==> config.mk <==
export PLATFORM = sky130hd
export DESIGN_NAME = hack_cpu
export DESIGN_NICKNAME = d
export VERILOG_FILES = /design/src/rtl/hack_cpu.sv
export SDC_FILE = /design/constraint.sdc
export NUM_CORES = 1
export LEC_CHECK = 0
export BUFFER_PORTS_ARGS = -buffer_cell sky130_fd_sc_hd__buf_2
export CAP_MARGIN = 30
export CORE_MARGIN = 2
export CORE_UTILIZATION = 50
export DETAILED_ROUTE_END_ITERATION = 10
export GPL_ROUTABILITY_DRIVEN = 0
export PLACE_DENSITY_LB_ADDON = 0.05
export SYNTH_ARGS = -nofsm -noshare
export SYNTH_HDL_FRONTEND = slang
export SYNTH_SLANG_ARGS = --single-unit
==> constraint.sdc <==
create_clock -name clk -period 7.1 [get_ports clk]
set_input_delay 1.065 -clock clk [delete_from_list [all_inputs] [get_ports clk]]
set_output_delay 1.065 -clock clk [all_outputs]
set_load 0.005 [all_outputs]
==> src/rtl/hack_cpu.sv <==
// hack_cpu: single-cycle Hack CPU core.
// Decodes one instruction per clock, drives the data-memory interface
// combinationally and updates the A, D and PC registers on the rising edge.
// The ALU always works on the pre-edge A and D values, and addressM and the
// jump target also use the pre-edge A.

module hack_cpu (
  input  logic        clk,
  input  logic        reset,
  input  logic [15:0] inM,
  input  logic [15:0] instruction,
  output logic [15:0] outM,
  output logic [14:0] addressM,
  output logic [14:0] PC,
  output logic        writeM,
  output logic [6:0]  control_word
);

  // Architectural registers
  logic [15:0] a_q, a_d;
  logic [15:0] d_q, d_d;
  logic [14:0] pc_q, pc_d;

  // Decoded instruction fields
  logic        is_c;
  logic        sel_m;
  logic        zx, nx, zy, ny, f_add, no;
  logic        dest_a, dest_d, dest_m;
  logic        jmp_lt, jmp_eq, jmp_gt;

  // ALU datapath
  logic [15:0] alu_y_src;
  logic [15:0] alu_x, alu_y;
  logic [15:0] alu_raw;
  logic [15:0] alu_out;
  logic        alu_zr;
  logic        alu_ng;
  logic        jump_taken;

  // Bits [14:13] of a C-instruction carry no meaning in this architecture
  logic        unused_c_bits;
  assign unused_c_bits = ^instruction[14:13];

  // Split the instruction into its fields; destinations and jumps only
  // exist for C-instructions, so they are masked off for A-instructions
  always_comb begin
    is_c   = instruction[15];
    sel_m  = instruction[12];
    zx     = instruction[11];
    nx     = instruction[10];
    zy     = instruction[9];
    ny     = instruction[8];
    f_add  = instruction[7];
    no     = instruction[6];
    dest_a = is_c & instruction[5];
    dest_d = is_c & instruction[4];
    dest_m = is_c & instruction[3];
    jmp_lt = is_c & instruction[2];
    jmp_eq = is_c & instruction[1];
    jmp_gt = is_c & instruction[0];
  end

  // ALU: x comes from D, y from A or M, each optionally zeroed then inverted
  always_comb begin
    alu_y_src = sel_m ? inM : a_q;
    alu_x     = zx ? 16'h0000 : d_q;
    if (nx) alu_x = ~alu_x;
    alu_y     = zy ? 16'h0000 : alu_y_src;
    if (ny) alu_y = ~alu_y;
    alu_raw   = f_add ? (alu_x + alu_y) : (alu_x & alu_y);
    alu_out   = no ? ~alu_raw : alu_raw;
    alu_zr    = (alu_out == 16'h0000);
    alu_ng    = alu_out[15];
  end

  // Jump condition from the ALU status flags
  always_comb begin
    jump_taken = (jmp_lt & alu_ng) |
                 (jmp_eq & alu_zr) |
                 (jmp_gt & ~alu_ng & ~alu_zr);
  end

  // Next-state values for A, D and PC; the jump target is the pre-edge A
  always_comb begin
    a_d  = a_q;
    d_d  = d_q;
    pc_d = pc_q + 15'd1;
    if (!is_c) begin
      a_d = instruction;
    end else begin
      if (dest_a) a_d = alu_out;
      if (dest_d) d_d = alu_out;
      if (jump_taken) pc_d = a_q[14:0];
    end
  end

  // Register update with synchronous reset clearing all state
  always_ff @(posedge clk) begin
    if (reset) begin
      a_q  <= 16'h0000;
      d_q  <= 16'h0000;
      pc_q <= 15'd0;
    end else begin
      a_q  <= a_d;
      d_q  <= d_d;
      pc_q <= pc_d;
    end
  end

  // Memory interface and observation outputs; writes are suppressed in reset
  always_comb begin
    outM         = alu_out;
    addressM     = a_q[14:0];
    PC           = pc_q;
    writeM       = dest_m & ~reset;
    control_word = is_c ? instruction[12:6] : 7'd0;
  end

endmodule

After elaboration in Yosys (flattened, before gate mapping)
Index checks and enable logic that the tools add are counted.
{"block": "op_classes", "add_sub_neg": 2, "n_eq_ne": 1, "mux": 12, "bitwise": 21, "reduce_logical": 3}
{"operator": "16-bit two-way mux", "n": 7}
{"operator": "15-bit two-way mux", "n": 4}
{"operator": "16-bit inverter", "n": 3}
{"operator": "16-bit adder", "n": 1}
{"operator": "16-bit AND", "n": 1}
{"operator": "16-bit zero test", "n": 1}
{"operator": "15-bit by 1-bit adder with 15-bit output (second input constant)", "n": 1}
{"operator": "1-bit AND", "n": 11}
{"operator": "7-bit two-way mux", "n": 1}
{"operator": "1-bit inverter", "n": 4}
{"operator": "2-bit by 1-bit != test with 1-bit output (second input constant)", "n": 1}
{"operator": "1-bit OR", "n": 2}
{"operator": "2-bit AND reduction", "n": 1}
{"operator": "2-bit OR reduction", "n": 1}
{"block": "word_totals", "reg_bits": 47, "inputBits": 34, "out_inout_bits": 54, "wordCells": 43}

Logic depth before layout (Yosys ltp)
{"block": "depth", "word_depth": 14, "ltp_mapped": 17, "mapped_depth_nobuf": 14}

Least setup slack after synthesis
No wires, ideal clock.
{"block": "synth_timing", "path_kind": "input to register", "from": "input port instruction[12]", "to": "register pc_q[10] (netlist: PC[10])", "setup_time_ns": 0.121, "arrival_time_ns": 5.520, "required_time_ns": 6.979, "path_slack_ns": 1.458, "stages": 17, "path_buffers": 4, "cell_sequence": "clkbuf_1 -> clkbuf_1 -> mux2i_1 -> nor2_1 -> xor2_1 -> ha_1 -> buf_4 -> a211oi_4 -> o21ai_2 -> a311oi_1 -> nor4b_2 -> xnor2_1 -> or4_4 -> or4b_4 -> a31oi_4 -> buf_12 -> mux2_4"}
{"block": "synth_between", "elab_chain_len": 14}
{"item": "start: declaration", "line_no": "11", "source": "input logic [15:0] instruction,"}
{"item": "16-bit two-way mux *", "line_no": "65", "source": "alu_y_src = sel_m ? inM : a_q;"}
{"item": "16-bit two-way mux *", "line_no": "68", "source": "alu_y = zy ? 16'h0000 : alu_y_src;"}
{"item": "16-bit inverter", "line_no": "69", "source": "if (ny) alu_y = ~alu_y;"}
{"item": "16-bit two-way mux *", "line_no": "69"}
{"item": "16-bit adder or 16-bit AND (tied branches)", "line_no": "70", "source": "alu_raw = f_add ? (alu_x + alu_y) : (alu_x & alu_y);"}
{"item": "16-bit two-way mux *", "line_no": "70"}
{"item": "16-bit inverter", "line_no": "71", "source": "alu_out = no ? ~alu_raw : alu_raw;"}
{"item": "16-bit two-way mux *", "line_no": "71"}
{"item": "named net outM[12]", "line_no": "12", "source": "output logic [15:0] outM,"}
{"item": "16-bit zero test *", "line_no": "72", "source": "alu_zr = (alu_out == 16'h0000);"}
{"item": "1-bit AND or 1-bit inverter (tied branches)", "line_no": "79, 80"}
{"item": "1-bit OR or 1-bit AND (tied branches)", "line_no": "78, 80"}
{"item": "1-bit OR *", "line_no": "79", "source": "(jmp_eq & alu_zr) |"}
{"item": "15-bit two-way mux *", "line_no": "93", "source": "if (jump_taken) pc_d = a_q[14:0];"}
{"item": "15-bit two-way mux *", "line_no": "88", "source": "if (!is_c) begin"}
{"item": "end signal: assignment", "line_no": "106", "source": "pc_q <= pc_d;"}
{"item": "end: declaration", "line_no": "22", "source": "logic [14:0] pc_q, pc_d;"}
Mark *: on every way through the listed nets, which the timed path passes. The rest lies on a longest branch.
A chain may end at the register's enable or synchronous reset.

Worst setup path in the final report
{"block": "layout_timing", "from": "input port instruction[12]", "to": "output port outM[15]"}
{"block": "layout_between", "elab_chain_len": 8}
{"item": "16-bit two-way mux *", "line_no": "65"}
{"item": "16-bit two-way mux *", "line_no": "68"}
{"item": "16-bit inverter", "line_no": "69"}
{"item": "16-bit two-way mux *", "line_no": "69"}
{"item": "16-bit adder or 16-bit AND (tied branches)", "line_no": "70"}
{"item": "16-bit two-way mux *", "line_no": "70"}
{"item": "16-bit inverter", "line_no": "71"}
{"item": "16-bit two-way mux *", "line_no": "71"}
{"item": "end: declaration", "line_no": "12"}
Every way passes the cells marked *; elsewhere a longest branch is shown, timed or not.

==> impl_summary.txt <==
----------------------------------------------------
[Clock network]
  H-tree levels ... 2
  Post CTS Setup Buffer Count ... 0
  Clock latency on the worst-skew pair ... 0.31 ns
  Register clock-pin slew on the reported worst setup and hold paths ... 0.10 ns
  Clock Root Buffer ... sky130_fd_sc_hd__clkbuf_8
  Hold-fix buffers at CTS ... 0
  Count of instances resized after the clock tree is built ... 0
  CTS tree ... done
  Maximum number of buffers from clock root to sink ... 2
  Number of clock sinks seen by CTS ... 47
  TritonCTS buffer count ... 5

[Floorplanning]
  Number of ports placed on the die boundary ... 88
  Core area ... 8810 µm²
  Starting density of the core ... 52.2%
  Die Footprint ... 9980 µm²
  Die width ... 99.9 µm
  Floorplan die height ... 99.9 µm
  Number of placement rows ... 34

[Yosys]
  Adder-cell share of the synthesized area ... 5.06%
  Most instantiated flip-flop cell in the synthesis netlist ... sky130_fd_sc_hd__dfxtp_1
  Mean area per synthesized cell ... 7.78 µm²
  Synth unique cells ... 63
  Cell count after synthesis ... 591
  Post-synthesis cell type with the largest combined area ... sky130_fd_sc_hd__dfxtp_1
  Number of nets produced by synthesis ... 643
  Post-synthesis share of cell area spent on and, or, nand and nor gates ... 25.1%
  Total of warnings raised by yosys ... 0
  Share of flip-flops with an asynchronous set or reset after synthesis ... 0%
  Fraction of post-synthesis cell area in the top cell type by area ... 20.5%
  Post-synth EDFFs ... 0
  Largest cells by area after synthesis ... sky130_fd_sc_hd__dfxtp_1 20%, sky130_fd_sc_hd__mux2i_1 7.4%, sky130_fd_sc_hd__xnor2_1 6.7%
  FF+latch count, synth ... 47
  Cell area after technology mapping ... 4600 µm²
  Main combinational cell family by area after synthesis ... simple AND/OR/NAND/NOR gates
  XOR/XNOR Fraction of Synth Area ... 12.4%
  Post-synthesis sequential area ratio ... 20.5%
  Share of the synthesized area in compound gates (AO/OA/AOI/OAI) ... 17.6%
  Post-synthesis mux area share ... 11.6%

[Placed design]
  Number of buffer cells added on primary ports ... 87
  Instance area at placement ... 4850 µm²
  Placed Cells incl. Taps ... 726
  HPWL after detailed placement ... 9.36 mm

[Routing]
  Routed WL per cell ... 17.7 µm
  Violation count after the first detailed-route iteration ... 263
  Drt via density ... 5.91
  Count of unresolved DRC violations after routing ... 0
  Post-route antenna net violation count ... 0
  DRT Wirelength ... 13.0 mm
  Routed via count ... 4339
  1st-pass router iterations ... 5

[Final layout]
  Synth-to-Final Area Change ... 7.95%
  Ant diodes ... 0
  Final cell area excluding filler cells ... 4960 µm²
  Most frequent cells in the layout ... 87 x sky130_fd_sc_hd__buf_2, 68 x sky130_fd_sc_hd__nor2_1, 47 x sky130_fd_sc_hd__dfxtp_1
  Filler cell count in the final layout ... 856
  Layout Cells excl Fill ... 734
  # nets final ... 677
  Share of post-route cells with drive strength above 1 ... 19.8%
  FF/Latch Area ... 941 µm²
  Multi-input logic area ... 3300 µm²
  Most common library cell in the layout ignoring fill and taps ... sky130_fd_sc_hd__buf_2

[Timing]
  Max-slew violation count ... 0
  Worst-margin pin slew ... 0.914 ns
  Final Critical Period ... 5.91 ns
  Skew final ... 0.0115 ns
  Total Negative Setup Slacks ... 0 ns
  RSZ-0062 raised after global routing ... no
  Final number of hold-violating endpoints ... 0
  Highest attainable clock frequency ... 169 MHz
  Max-slew headroom at the worst pin ... 39.1%
  Post-route fraction of the period consumed by the critical path ... 83.3%
  Total setup violations reported at the end of the flow ... 0

[Global routing]
  Largest net degree at the start of global routing ... 64
  Sum of overflow across all layers after global routing ... 0
  Antenna violations before repair ... 0
  Global routing's busiest layer ... met2
  GR met2 Demand/Resource ... 41.4%
  Met1 Track Usage GR ... 37.0%
  Number of global-route vias before repair ... 3847
  Met3 capacity usage during global routing ... 2.37%
  Overall routing resource usage ... 25.6%
  First-pass GRT wire length ... 20.5 mm

[Power]
  Static leakage ... 0.00215 µW
  Maximum vdd ir drop ... 0.0875 mV
  Final total power ... 1020 µW
  Power per cell area ... 205 nW/µm²

[Status]
  Result of the run ... finished, final reports clean

[Setup path]
  WS Path Type ... in -> out
  Reg-to-reg slack, setup ... 2.22 ns
  Worst-path maximum fanout ... 18
  Critical Path AT ... 4.85 ns
  CP Launch Type ... input pin
  Critical path endpoint category ... output pin
  Required time of the worst setup path ... 6.03 ns

[Min path]
  Class of the tightest hold or removal check ... reg -> reg

[Job]
  Max-cap check violation count ... 0

----------------------------------------------------
## where the power goes
group	total, µW	internal (µW)	switching, µW
Clock	207	105	102
Sequential	310	288	21.5
Combinational	501	208	293
Total	1020	602	417
## path summary, 6_finish.rpt
path / from / endpoint / cells after the start
setup / recovery: instruction[12] / outM[15] / 13
hold / removal: d_q[6] / d_q[6] / 2
setup reg to reg: a_q[0] / PC[14] / 14
hold reg to reg: d_q[6] / d_q[6] / 2
## stage by stage
| stage | hold slack (ns) | util, % | setup slack, ns |
|---|---|---|---|
| final | 0.460 | 56.4 | 1.19 |
| after detailed placement | 0.447 | 55.1 | 1.01 |
| after global placement | 0.443 | 55.1 | 1.07 |
| after floorplan | 0.437 | - | 1.46 |
| after global routing | 0.485 | 56.4 | 0.907 |
| after CTS | 0.462 | 56.4 | 1.23 |
## critical path: stages
cell                        delay (ns)
sky130_fd_sc_hd__buf_2            0.42
sky130_fd_sc_hd__mux2i_1          0.25
sky130_fd_sc_hd__nor2_1           0.07
sky130_fd_sc_hd__xor2_1           0.18
sky130_fd_sc_hd__ha_1             0.44
sky130_fd_sc_hd__o211ai_1         0.42
sky130_fd_sc_hd__o211ai_1         0.27
sky130_fd_sc_hd__a2111oi_0        0.60
sky130_fd_sc_hd__nor4b_1          0.13
sky130_fd_sc_hd__a311oi_1         0.29
sky130_fd_sc_hd__xor2_1           0.43
sky130_fd_sc_hd__inv_1            0.13
sky130_fd_sc_hd__buf_2            0.15
## sequential cells by signal (all words and copies together), names as in the netlist
name	cells
a_q	16
d_q	16
PC	15
## layout make-up
class,instances,share of cell area (%)
clock buffer,5,1.39
tap,108,2.72
timing repair buffer,88,8.92
multi-input combinational,474,66.4
sequential,47,19.0
clock inverter,3,0.882
inverter,9,0.681
## cells by family after synthesis
| group | after synthesis |
|---|---|
| compound gates | 115 |
| xor+xnor | 65 |
| fa+ha+maj | 18 |
| buf+inv | 70 |
| flops | 47 |
| mux | 48 |
| simple gates | 228 |
## cells in the mapped netlist, types with 3 or more instances
| library cell | count |
|---|---|
| sky130_fd_sc_hd__nand3_1 | 19 |
| sky130_fd_sc_hd__o211ai_1 | 6 |
| sky130_fd_sc_hd__nand2b_1 | 24 |
| sky130_fd_sc_hd__or3_1 | 3 |
| sky130_fd_sc_hd__a211o_1 | 4 |
| sky130_fd_sc_hd__buf_4 | 16 |
| sky130_fd_sc_hd__nand2_1 | 42 |
| sky130_fd_sc_hd__o2111ai_1 | 3 |
| sky130_fd_sc_hd__mux2_4 | 9 |
| sky130_fd_sc_hd__or2_2 | 3 |
| sky130_fd_sc_hd__and2_1 | 9 |
| sky130_fd_sc_hd__a21o_1 | 7 |
| sky130_fd_sc_hd__ha_1 | 17 |
| sky130_fd_sc_hd__clkbuf_1 | 26 |
| sky130_fd_sc_hd__o21ai_0 | 12 |
| sky130_fd_sc_hd__a21oi_1 | 35 |
| sky130_fd_sc_hd__a31oi_1 | 3 |
| sky130_fd_sc_hd__xor2_1 | 30 |
| sky130_fd_sc_hd__nor3b_1 | 6 |
| sky130_fd_sc_hd__inv_1 | 8 |
| sky130_fd_sc_hd__and3_1 | 7 |
| sky130_fd_sc_hd__a2111oi_0 | 3 |
| sky130_fd_sc_hd__nor2b_1 | 18 |
| sky130_fd_sc_hd__nor3_1 | 13 |
| sky130_fd_sc_hd__nor2_1 | 68 |
| sky130_fd_sc_hd__a211oi_1 | 16 |
| sky130_fd_sc_hd__dfxtp_1 | 47 |
| sky130_fd_sc_hd__buf_1 | 7 |
| sky130_fd_sc_hd__xnor2_1 | 35 |
| sky130_fd_sc_hd__nand3b_1 | 4 |
| sky130_fd_sc_hd__mux2i_1 | 34 |
| sky130_fd_sc_hd__mux2_2 | 5 |
| sky130_fd_sc_hd__nand4_1 | 6 |
| sky130_fd_sc_hd__buf_2 | 9 |
## layer usage
layer	routed length, µm	vias to the layer above	share of wire, %
li1	-	2115	-
met1	5910	2057	46
met2	6020	151	46
met3	836	16	6.4
met4	205	0	1.6
met5	0	-	0
(Power assumes the default switching activity.)
